[src/rtl/alu_seq_pkg.sv]
`default_nettype none
// ============================================================================
//  Module   : alu_seq_pkg
//  Purpose  : Shared opcode and FSM state encodings for the sequential ALU.
//             aluop_e  - 5-bit operation codes (0x00-0x11 defined).
//             state_e  - top-level control FSM states.
//             c_RSVD_* - bounds of the reserved opcode range.
//  Revision : 1.0 - initial release
// ============================================================================
package alu_seq_pkg;

    typedef enum logic [4:0] {
        OP_AND  = 5'h00,
        OP_OR   = 5'h01,
        OP_XOR  = 5'h02,
        OP_NAND = 5'h03,
        OP_NOT  = 5'h04,
        OP_SLL  = 5'h05,
        OP_SRL  = 5'h06,
        OP_SRA  = 5'h07,
        OP_MULU = 5'h08,
        OP_MUL  = 5'h09,
        OP_ADD  = 5'h0A,
        OP_ADDU = 5'h0B,
        OP_SUB  = 5'h0C,
        OP_SUBU = 5'h0D,
        OP_SLT  = 5'h0E,
        OP_SLTU = 5'h0F,
        OP_DIVU = 5'h10,
        OP_DIV  = 5'h11
    } aluop_e;

    typedef enum logic [1:0] {
        S_IDLE = 2'd0,
        S_MUL  = 2'd1,
        S_DIV  = 2'd2,
        S_DONE = 2'd3
    } state_e;

    // Opcodes in this range complete in one cycle with all-zero results.
    localparam logic [4:0] c_RSVD_LO = 5'h12;
    localparam logic [4:0] c_RSVD_HI = 5'h1F;

endpackage : alu_seq_pkg
`default_nettype wire

[src/rtl/alu_muldiv_iter.sv]
`default_nettype none
// ============================================================================
//  Module   : alu_muldiv_iter
//  Purpose  : Iterative N-step shift-add multiplier / restoring divider.
//             Works on operand magnitudes and applies the sign fix-up on the
//             final step. The divider is only built when ALU_SEQ_DIV_EN is
//             defined.
//  Ports    : clk, rst_n (sync, active-low)
//             start      - load operands, begin N iterations
//             is_div     - 1: divide, 0: multiply
//             is_signed  - signed (MUL/DIV) vs unsigned (MULU/DIVU)
//             a, b       - operands, sampled on start only
//             done       - high during the final iteration cycle; res_* and
//                          ov are valid in that cycle
//             res_lo/hi  - product low/high or quotient/remainder
//             ov         - signed divide overflow (min / -1)
//  Revision : 1.0 - initial release
// ============================================================================
module alu_muldiv_iter #(
    parameter int N = 32
) (
    input  logic         clk,
    input  logic         rst_n,
    input  logic         start,
    input  logic         is_div,
    input  logic         is_signed,
    input  logic [N-1:0] a,
    input  logic [N-1:0] b,
    output logic         done,
    output logic [N-1:0] res_lo,
    output logic [N-1:0] res_hi,
    output logic         ov
);

    localparam int CW = $clog2(N) + 1;

    logic [CW-1:0]  r_cnt;
    logic [N-1:0]   r_opb;     // multiplicand / divisor magnitude
    logic [N-1:0]   r_hi;      // product high half / partial remainder
    logic [N-1:0]   r_lo;      // multiplier -> product low / dividend -> quotient
    logic           r_neg_lo;  // product (MUL) or quotient (DIV) gets negated

    logic           w_neg_a, w_neg_b;
    logic [N-1:0]   w_mag_a, w_mag_b;
    logic [N:0]     w_sum;
    logic [N-1:0]   w_mul_hi, w_mul_lo;
    logic [N-1:0]   w_nxt_hi, w_nxt_lo;
    logic [2*N-1:0] w_prod, w_prod_fix;

    assign w_neg_a = is_signed & a[N-1];
    assign w_neg_b = is_signed & b[N-1];
    assign w_mag_a = w_neg_a ? -a : a;
    assign w_mag_b = w_neg_b ? -b : b;

    // Shift-add step: conditionally add multiplicand to the high half, then
    // shift the whole {carry, hi, lo} right by one.
    assign w_sum    = {1'b0, r_hi} + (r_lo[0] ? {1'b0, r_opb} : '0);
    assign w_mul_hi = w_sum[N:1];
    assign w_mul_lo = {w_sum[0], r_lo[N-1:1]};

    assign done = (r_cnt == CW'(1));

`ifdef ALU_SEQ_DIV_EN
    logic       r_div;
    logic       r_neg_hi;   // remainder takes the dividend's sign
    logic       r_bzero;
    logic       r_ovf;
    logic [N:0] w_shift, w_diff;
    logic       w_fits;
    logic [N-1:0] w_div_hi, w_div_lo;

    // Restoring step: shift next dividend bit into the remainder and keep
    // the subtraction only if it did not borrow.
    assign w_shift  = {r_hi, r_lo[N-1]};
    assign w_diff   = w_shift - {1'b0, r_opb};
    assign w_fits   = ~w_diff[N];
    assign w_div_hi = w_fits ? w_diff[N-1:0] : w_shift[N-1:0];
    assign w_div_lo = {r_lo[N-2:0], w_fits};

    always_ff @(posedge clk) begin
        if (!rst_n) begin
            r_div    <= 1'b0;
            r_neg_hi <= 1'b0;
            r_bzero  <= 1'b0;
            r_ovf    <= 1'b0;
        end else if (start) begin
            r_div    <= is_div;
            r_neg_hi <= w_neg_a;
            r_bzero  <= (b == '0);
            r_ovf    <= is_div & is_signed & (a == {1'b1, {(N-1){1'b0}}}) & (b == '1);
        end
    end

    assign w_nxt_hi = r_div ? w_div_hi : w_mul_hi;
    assign w_nxt_lo = r_div ? w_div_lo : w_mul_lo;

    // Divide by zero yields an all-ones quotient; the remainder then holds
    // |a|, and re-applying the dividend sign restores a itself.
    assign res_lo = r_div ? (r_bzero ? '1 : (r_neg_lo ? -w_nxt_lo : w_nxt_lo))
                          : w_prod_fix[N-1:0];
    assign res_hi = r_div ? (r_neg_hi ? -w_nxt_hi : w_nxt_hi)
                          : w_prod_fix[2*N-1:N];
    assign ov     = r_div & r_ovf;
`else
    logic w_unused_div;
    assign w_unused_div = is_div;

    assign w_nxt_hi = w_mul_hi;
    assign w_nxt_lo = w_mul_lo;
    assign res_lo   = w_prod_fix[N-1:0];
    assign res_hi   = w_prod_fix[2*N-1:N];
    assign ov       = 1'b0;
`endif

    assign w_prod     = {w_nxt_hi, w_nxt_lo};
    assign w_prod_fix = r_neg_lo ? -w_prod : w_prod;

    always_ff @(posedge clk) begin
        if (!rst_n) begin
            r_cnt    <= '0;
            r_opb    <= '0;
            r_hi     <= '0;
            r_lo     <= '0;
            r_neg_lo <= 1'b0;
        end else if (start) begin
            r_cnt    <= CW'(N);
            r_opb    <= w_mag_b;
            r_hi     <= '0;
            r_lo     <= w_mag_a;
            r_neg_lo <= w_neg_a ^ w_neg_b;
        end else if (r_cnt != '0) begin
            r_cnt    <= r_cnt - CW'(1);
            r_hi     <= w_nxt_hi;
            r_lo     <= w_nxt_lo;
        end
    end

endmodule : alu_muldiv_iter
`default_nettype wire

[src/rtl/alu_seq.sv]
`default_nettype none
// ============================================================================
//  Module   : alu_seq
//  Purpose  : Registered multi-cycle ALU with valid/ready handshakes.
//             Single-cycle logic/shift/add ops, iterative MUL/MULU and
//             (when ALU_SEQ_DIV_EN is defined) DIV/DIVU. Without the macro,
//             0x10/0x11 behave as reserved opcodes.
//  Ports    : clk, rst_n (sync, active-low)
//             in_valid/in_ready   - request handshake (ready only in IDLE)
//             a, b, aluop         - operands and operation code
//             out_valid/out_ready - result handshake (valid only in DONE)
//             res0, res1          - result / product lo-hi / quotient-remainder
//             zero, ov            - {res1,res0}==0, signed overflow
//             busy                - unit not idle
//  Revision : 1.0 - initial release
// ============================================================================
module alu_seq #(
    parameter int N = 32
) (
    input  logic         clk,
    input  logic         rst_n,
    input  logic         in_valid,
    output logic         in_ready,
    input  logic [N-1:0] a,
    input  logic [N-1:0] b,
    input  logic [4:0]   aluop,
    output logic         out_valid,
    input  logic         out_ready,
    output logic [N-1:0] res0,
    output logic [N-1:0] res1,
    output logic         zero,
    output logic         ov,
    output logic         busy
);
    import alu_seq_pkg::*;

    localparam int SHW = $clog2(N);

    state_e       r_state, w_state_nxt;
    logic [N-1:0] r_res0, r_res1;
    logic         r_zero, r_ov;

    logic           w_accept, w_is_mul, w_is_div, w_is_signed, w_md_start;
    logic           w_md_done, w_md_ov;
    logic [N-1:0]   w_md_lo, w_md_hi;
    logic [N-1:0]   w_sc_res, w_addend, w_sum;
    logic           w_sc_ov, w_add_ov, w_sub_op;
    logic [SHW-1:0] w_shamt;

    assign w_accept    = in_valid & (r_state == S_IDLE);
    assign w_is_mul    = (aluop == OP_MUL) || (aluop == OP_MULU);
`ifdef ALU_SEQ_DIV_EN
    assign w_is_div    = (aluop == OP_DIV) || (aluop == OP_DIVU);
`else
    assign w_is_div    = 1'b0;
`endif
    assign w_is_signed = (aluop == OP_MUL) || (aluop == OP_DIV);
    assign w_md_start  = w_accept & (w_is_mul | w_is_div);

    // Shared adder: subtraction adds the two's-complement of b, and overflow
    // is judged on the operands as actually presented to the adder.
    assign w_sub_op = (aluop == OP_SUB) || (aluop == OP_SUBU);
    assign w_addend = w_sub_op ? -b : b;
    assign w_sum    = a + w_addend;
    assign w_add_ov = (a[N-1] == w_addend[N-1]) && (w_sum[N-1] != a[N-1]);
    assign w_shamt  = b[SHW-1:0];

    always_comb begin
        w_sc_res = '0;
        w_sc_ov  = 1'b0;
        case (aluop)
            OP_AND:  w_sc_res = a & b;
            OP_OR:   w_sc_res = a | b;
            OP_XOR:  w_sc_res = a ^ b;
            OP_NAND: w_sc_res = ~(a & b);
            OP_NOT:  w_sc_res = ~a;
            OP_SLL:  w_sc_res = a << w_shamt;
            OP_SRL:  w_sc_res = a >> w_shamt;
            OP_SRA:  w_sc_res = $unsigned($signed(a) >>> w_shamt);
            OP_ADD, OP_SUB: begin
                w_sc_res = w_sum;
                w_sc_ov  = w_add_ov;
            end
            OP_ADDU, OP_SUBU: w_sc_res = w_sum;
            OP_SLT:  w_sc_res = {{(N-1){1'b0}}, ($signed(a) < $signed(b))};
            OP_SLTU: w_sc_res = {{(N-1){1'b0}}, (a < b)};
            // MUL/DIV never take this path; reserved codes (and DIV codes
            // when the divider is absent) produce zero.
            default: ;
        endcase
    end

    alu_muldiv_iter #(
        .N (N)
    ) u_muldiv (
        .clk       (clk),
        .rst_n     (rst_n),
        .start     (w_md_start),
        .is_div    (w_is_div),
        .is_signed (w_is_signed),
        .a         (a),
        .b         (b),
        .done      (w_md_done),
        .res_lo    (w_md_lo),
        .res_hi    (w_md_hi),
        .ov        (w_md_ov)
    );

    always_comb begin
        w_state_nxt = r_state;
        case (r_state)
            S_IDLE: begin
                if (w_accept) begin
                    if (w_is_mul)      w_state_nxt = S_MUL;
                    else if (w_is_div) w_state_nxt = S_DIV;
                    else               w_state_nxt = S_DONE;
                end
            end
            S_MUL, S_DIV: if (w_md_done) w_state_nxt = S_DONE;
            S_DONE:       if (out_ready) w_state_nxt = S_IDLE;
            default:      w_state_nxt = S_IDLE;
        endcase
    end

    always_ff @(posedge clk) begin
        if (!rst_n) begin
            r_state <= S_IDLE;
            r_res0  <= '0;
            r_res1  <= '0;
            r_zero  <= 1'b0;
            r_ov    <= 1'b0;
        end else begin
            r_state <= w_state_nxt;
            if (w_accept && !(w_is_mul || w_is_div)) begin
                r_res0 <= w_sc_res;
                r_res1 <= '0;
                r_zero <= (w_sc_res == '0);
                r_ov   <= w_sc_ov;
            end else if ((r_state == S_MUL || r_state == S_DIV) && w_md_done) begin
                r_res0 <= w_md_lo;
                r_res1 <= w_md_hi;
                r_zero <= (w_md_lo == '0) && (w_md_hi == '0);
                r_ov   <= w_md_ov;
            end
        end
    end

    assign in_ready  = (r_state == S_IDLE);
    assign out_valid = (r_state == S_DONE);
    assign busy      = (r_state != S_IDLE);
    assign res0      = r_res0;
    assign res1      = r_res1;
    assign zero      = r_zero;
    assign ov        = r_ov;

endmodule : alu_seq
`default_nettype wire

[config.mk]
export PLATFORM = sky130hd
export DESIGN_NAME = alu_seq
export DESIGN_NICKNAME = d
export VERILOG_FILES = /design/src/rtl/alu_seq_pkg.sv /design/src/rtl/alu_muldiv_iter.sv /design/src/rtl/alu_seq.sv
export SDC_FILE = /design/constraint.sdc
export NUM_CORES = 1
export LEC_CHECK = 0
export CORE_ASPECT_RATIO = 0.75
export CORE_MARGIN = 8
export CORE_UTILIZATION = 40
export CTS_CLUSTER_DIAMETER = 200
export DETAILED_ROUTE_END_ITERATION = 12
export GPL_TIMING_DRIVEN = 0
export HOLD_SLACK_MARGIN = 0.06
export PLACE_DENSITY_LB_ADDON = 0.25
export SKIP_CTS_REPAIR_TIMING = 1
export SYNTH_ARGS = -nofsm -noshare
export SYNTH_HDL_FRONTEND = slang
export SYNTH_SLANG_ARGS = --single-unit
[constraint.sdc]
create_clock -name clk -period 11.05 [get_ports clk]
set_input_delay 3.315 -clock clk [delete_from_list [all_inputs] [get_ports clk]]
set_output_delay 3.315 -clock clk [all_outputs]
set_load 0.1 [all_outputs]
==> impl_metrics.toml, run 1 <==
[timing]
fin_worst_skew_ps = 15.6
slew_headroom_pct = 3.46
tightest_slew_ps = 1440
layout_setup_ws_ps = 1.18
setup_tns_ps = 0
finalHoldViolCount = 0
maxSlewViolCount = 0
min_period_ps = 11050
final-setup-viol-count = 0
fmax_ghz = 0.0905
finalCritPeriodShare_pct = 100
rsz0062_at_grt = "no"

[detailed_routing]
first_pass_iters = 6
antenna_left = 0
viasPerCell = 6.86
wirelength_um = 128000
drt_iter0_drc = 4116
vias = 26382
routedWlPerCell_um = 33.2
remaining_drc_errors = 0

[global_routing]
grt.total_usage_pct = 39.1
grt_overflow = 0
grt_max_degree = 19
grt_pass1_wl_um = 178000
grt_pass1_vias = 23882
antenna_found_initial = 14

[critical_path]
reg2reg_slack_ps = 5150
critPathLaunchType = "input pin"
worstSetupPathDepth = 20
r2r-end = "zero"
cp_top_family = "buffers and inverters"
rr_worst_depth = 15
worstPathRequired_ps = 11440
critPathMaxFanout = 11
cp_slowest_stage_delay_ps = 1020
worstSetupEndpointType = "flop"
arrival_ps = 11440
crit_top_cell = "clkbuf_1"
crit_path_top_delay_cell = "buf_1"
cp_cell_sequence = "clkdlybuf4s50_1 -> clkbuf_1 -> inv_2 -> clkbuf_1 -> clkbuf_1 -> buf_1 -> xnor2_1 -> ha_1 -> o21ai_0 -> nor2_1 -> o211ai_1 -> a21o_1 -> a21oi_1 -> nor3_1 -> nor4_1 -> mux2i_1 -> a221oi_1 -> nand3_1 -> o2bb2ai_1 -> a31o_1"
r2r_start = "u_muldiv.r_lo[0]"
critPathKind = "input pin to flop"
worst-path-buf-inv = 6

[floorplan]
coreArea_sq_um = 54100
die_y_um = 218
rows = 74
num_io_pins = 142
initial_utilization_pct = 40.1
die_area_sq_um = 62000
fp.dieW_um = 285

[clock_tree]
cts_max_level = 4
clk_path_buf_depth = 2
cts_sinks = 171
cts_root_buf = "clkbuf_16"
clk_latency_ps = 450
cts_tree = "yes"
numCtsBuffers = 17
path_clk_slew_ps = 70

[yosys]
synthArstFlopShare_pct = 0
yosysTopAreaCell = "dfxtp_1"
avgSynthCellArea_sq_um = 7.39
seq_area_frac_synth_pct = 15.8
synth_edf_count = 0
synth-seq-cells = 171
ys_warn_count = 0
syn-num-nets = 3188
ys_types = 91
synth_cells = 2938
synth_ff_type = "dfxtp_1"
synth_top_area_share_pct = 15.8
syn_area_sq_um = 21700
synthTopCellsByArea = "dfxtp_1 16%, ha_1 10%, mux4_2 7.5%"

[outcome]
status = "finished, final reports clean"

[pwr]
power_frac_clock_pct = 16.0
powerDensity_nw_per_um2 = 155
p_seq_share_pct = 20.5
max-vdd-ir-drop_v = 0.000125
p_switching_mw = 2.14
comb_power_share_pct = 63.5
p_int_mw = 1.69
switching_share_pct = 55.9
power.leakage_nw = 10.0

[finish]
final_area_sq_um = 24800
most-common-layout-cells = "344 x nand2_1, 268 x nor2_1, 183 x clkbuf_1"
utilization_pct = 45.8
syn_to_final_growth_pct = 14.1
fin_cells = 3846
layout_commonest_cell = "nand2_1"
drive_above_1_share_pct = 6.18
nets = 3358

[placement]
dp_hpwl_um = 105000
port_buffers = 140
placed_area_sq_um = 24000
gp_congestion = 1.11
numPlacedInstances = 3803
pre_cts_slack_ps = -1150

[min_path]
hold_class = "flop to flop"
worstHoldPathCells = 2
holdPathEnd = "u_muldiv.r_hi[4]"
min_from = "u_muldiv.r_hi[4]"

[run]
drv_cap = 0
through the flow:
stage,power [mW],hold slack [ps]
6_report,3.83,462
5_1_grt,3.97,478
3_5_place_dp,3.11,449
4_1_cts,3.72,460
2_1_floorplan,2.33,436
3_3_place_gp,3.08,443
synthesized netlist by cell type (all sizes together) (14+ instances only):
master	number
mux2i	47
o31ai	30
o211a	64
a31oi	20
o21ai	171
or3	50
a211oi	60
and3	16
ha	175
a2111oi	14
nor3	101
nor4	46
mux4	72
a21oi	181
buf	55
nor2	269
clkbuf	184
a21o	33
nor2b	25
o211ai	52
nand2	345
a21boi	14
inv	109
nand4	33
and2	67
nand3	94
o21a	15
dfxtp	171
o22ai	26
xnor2	117
xor2	50
power groups by stage:
stage / logic [mW] / clock network (mW) / registers (mW)
after floorplan: 1.22 / 0 / 1.11
after global routing: 2.53 / 0.641 / 0.795
after global placement: 2.29 / 0 / 0.791
final: 2.43 / 0.613 / 0.784
after CTS: 2.32 / 0.615 / 0.782
after detailed placement: 2.31 / 0 / 0.795
layer usage:
| metal | up-vias | global-route usage (%) | wire length [um] | share of wire [%] |
|---|---|---|---|---|
| met2 | 2063 | 51.4 | 47500 | 37 |
| met3 | 275 | 17.9 | 21200 | 17 |
| met4 | 16 | 10.5 | 4180 | 3.3 |
| met5 | - | 0 | 252 | 0.20 |
| met1 | 12899 | 56.0 | 54400 | 43 |
| li1 | 11129 | - | - | - |
tightest hold or removal path: stages, from the launching register on:
cell,delay [ps]
dfxtp_1,310
nand2_1,50
a21oi_1,50
flip-flops by register name (all words and copies together) (netlist names):
register           count
ov                     1
r_state                2
res0                  32
res1                  32
u_muldiv.r_cnt         6
u_muldiv.r_hi         32
u_muldiv.r_lo         32
u_muldiv.r_neg_lo      1
u_muldiv.r_opb        32
zero                   1
cells by family (layout without fill, tap and decap cells):
family	after synthesis	after routing	share of synthesized area, %
flip-flops	171	171	15.8
multiplexers	130	130	10.2
adder cells (fa/ha/maj)	177	177	10.3
XOR/XNOR	167	167	6.74
AND/OR/NAND/NOR	1126	1126	25.0
buffers and inverters	349	532	6.24
other	0	3	0
AO/OA/AOI/OAI	818	818	25.8
final cells by class:
class | count | area [sq um]
Tap cell | 722 | 903
Antenna cell | 3 | 7.51
Timing Repair Buffer | 151 | 1480
Inverter | 110 | 417
Multi-Input combinational cell | 2418 | 17000
Sequential cell | 171 | 3420
Buffer | 239 | 947
Clock inverter | 14 | 151
Clock buffer | 18 | 439
Fill cell | 5522 | 29300
worst max-delay path by stage:
stage / startpoint / end / slack [ps]
global placement: b[1] / zero / -960
finish: b[3] / zero / 1
floorplan: b[1] / zero / 3060
CTS: b[1] / zero / -700
detailed placement: b[1] / zero / -1150
global route: b[0] / zero / 10
Power figures use the tool's default switching activity.
==> run 2: changes to the inputs <==
--- a/config.mk
+++ b/config.mk
@@ -5,6 +5,7 @@
 export SDC_FILE = /design/constraint.sdc
 export NUM_CORES = 1
 export LEC_CHECK = 0
+export CAP_MARGIN = 10
 export CORE_ASPECT_RATIO = 0.75
 export CORE_MARGIN = 8
 export CORE_UTILIZATION = 40
==> run 2 against run 1 <==
  * Register-to-register slack improved by 40 ps
  * Sequential share of layout area barely moved
  * Clock skew fell by 1.9 ps
  * Cell area barely moved
  * Global-route usage barely moved
  * Final cell count barely moved
  * Critical path depth did not move
  * Clock power barely moved
  * Setup slack improved by 23 ps
  * Non-clock buffer count rose by 2
==> impl_metrics.toml, run 2 (synthesis results as in run 1) <==
[outcome]
status = "finished, final reports clean"

[timing]
finalCritPeriodShare_pct = 99.8
tightest_slew_ps = 1380
slew_headroom_pct = 7.51
fmax_ghz = 0.0907
finalHoldViolCount = 0
fin_worst_skew_ps = 13.7
holdWs_ps = 462
min_period_ps = 11030
rsz0062_at_grt = "no"
final-setup-viol-count = 0
maxSlewViolCount = 0
layout_setup_ws_ps = 24.3

[floorplan]
die_y_um = 218
fp.dieW_um = 285
num_io_pins = 142
die_area_sq_um = 62000
rows = 74
initial_utilization_pct = 40.1
coreArea_sq_um = 54100

[detailed_routing]
antenna_left = 0
vias = 26565
wirelength_um = 128000
routedWlPerCell_um = 33.2
drt_iter0_drc = 4708
remaining_drc_errors = 0
viasPerCell = 6.90
first_pass_iters = 7

[finish]
most-common-layout-cells = "344 x nand2_1, 269 x nor2_1, 186 x clkbuf_1"
fin_cells = 3849
drive_above_1_share_pct = 6.12
final_area_sq_um = 24700
syn_to_final_growth_pct = 14.0
layout_commonest_cell = "nand2_1"
nets = 3360

[critical_path]
critical_path.endpoint = "zero"
crit_start = "b[3]"
crit_top_cell = "clkbuf_1"
r2r_start = "u_muldiv.r_lo[0]"
cp_slowest_stage_delay_ps = 980
reg2reg_slack_ps = 5190
worstSetupEndpointType = "flop"
cp_cell_sequence = "clkdlybuf4s50_1 -> clkbuf_1 -> inv_2 -> clkbuf_1 -> clkbuf_1 -> clkdlybuf4s15_1 -> xnor2_1 -> ha_1 -> o21ai_0 -> nor2_1 -> o211ai_1 -> a21o_1 -> a21oi_1 -> nor3_1 -> nor4_1 -> mux2i_1 -> a221oi_1 -> nand3_1 -> o2bb2ai_1 -> a31o_1"
critPathLaunchType = "input pin"
arrival_ps = 11420
critPathMaxFanout = 11
critPathKind = "input pin to flop"
r2r-end = "zero"
crit_path_top_delay_cell = "clkdlybuf4s15_1"
rr_worst_depth = 15
worstPathRequired_ps = 11440

[global_routing]
antenna_found_initial = 14
grt_overflow = 0
grt_pass1_wl_um = 179000
grt.total_usage_pct = 39.1
grt_max_degree = 19
grt_pass1_vias = 23954

[placement]
dp_hpwl_um = 105000
numPlacedInstances = 3808
placed_area_sq_um = 24100
pre_cts_slack_ps = -452
gp_congestion = 1.11
port_buffers = 140

[clock_tree]
cts_tree = "yes"
numCtsBuffers = 17
clk_latency_ps = 460
path_clk_slew_ps = 70
clk_path_buf_depth = 2
cts_sinks = 171
cts_max_level = 4
cts_root_buf = "clkbuf_16"

[min_path]
hold_class = "flop to flop"

[pwr]
power.leakage_nw = 10.0
powerDensity_nw_per_um2 = 155
max-vdd-ir-drop_v = 0.000108

[run]
drv_cap = 0
[run 2: area by class of cell]
| type | count | area [sq um] |
|---|---|---|
| antenna | 4 | 10.0 |
| buffer | 239 | 947 |
| clock buffer | 19 | 433 |
| clock inverter | 13 | 146 |
| fill | 5511 | 29300 |
| inverter | 110 | 420 |
| multi-input combinational | 2418 | 17000 |
| sequential | 171 | 3420 |
| tap | 722 | 903 |
| timing repair buffer | 153 | 1500 |
[run 2: worst min path at each step]
stage | startpoint | endpoint | slack [ps] | depth (start not counted)
6_report | u_muldiv.r_hi[4] | u_muldiv.r_hi[4] | 460 | 2
5_1_grt | u_muldiv.r_hi[17] | u_muldiv.r_hi[17] | 480 | 2
4_1_cts | u_muldiv.r_hi[12] | u_muldiv.r_hi[12] | 460 | 2
3_5_place_dp | u_muldiv.r_hi[12] | u_muldiv.r_hi[12] | 450 | 2
3_3_place_gp | u_muldiv.r_hi[26] | u_muldiv.r_hi[26] | 440 | 2
2_1_floorplan | u_muldiv.r_hi[3] | u_muldiv.r_hi[3] | 440 | 2
[run 2: critical path, delay by kind of cell]
kind                       cells  cell delay (ps)
adders and majority gates      1              390
buffers and inverters          6             3490
muxes                          1              340
xor gates and xnor gates       1              190
and+or+nand+nor                4             1260
AOI/OAI and AO/OA              7             2400
[run 2: routing by layer]
layer | track usage [%] | wire, um
met1 | 56.7 | 54800
met2 | 51.7 | 47900
met3 | 16.9 | 21200
met4 | 9.64 | 3750
met5 | 0.937 | 167
[run 2: metrics by stage]
stage	TNS [ps]	utilization (%)	total power, mW
5_1_grt	0	45.7	3.96
2_1_floorplan	0	-	2.33
3_3_place_gp	-1450	44.4	3.08
4_1_cts	-15.5	45.6	3.72
6_report	0	45.8	3.84
3_5_place_dp	-628	44.5	3.11
[run 2: where the power goes]
part           total, mW  internal [mW]  switching [mW]
clock              0.616          0.304           0.312
sequential         0.784          0.713          0.0706
combinational       2.44          0.669            1.77
total               3.84           1.69            2.16
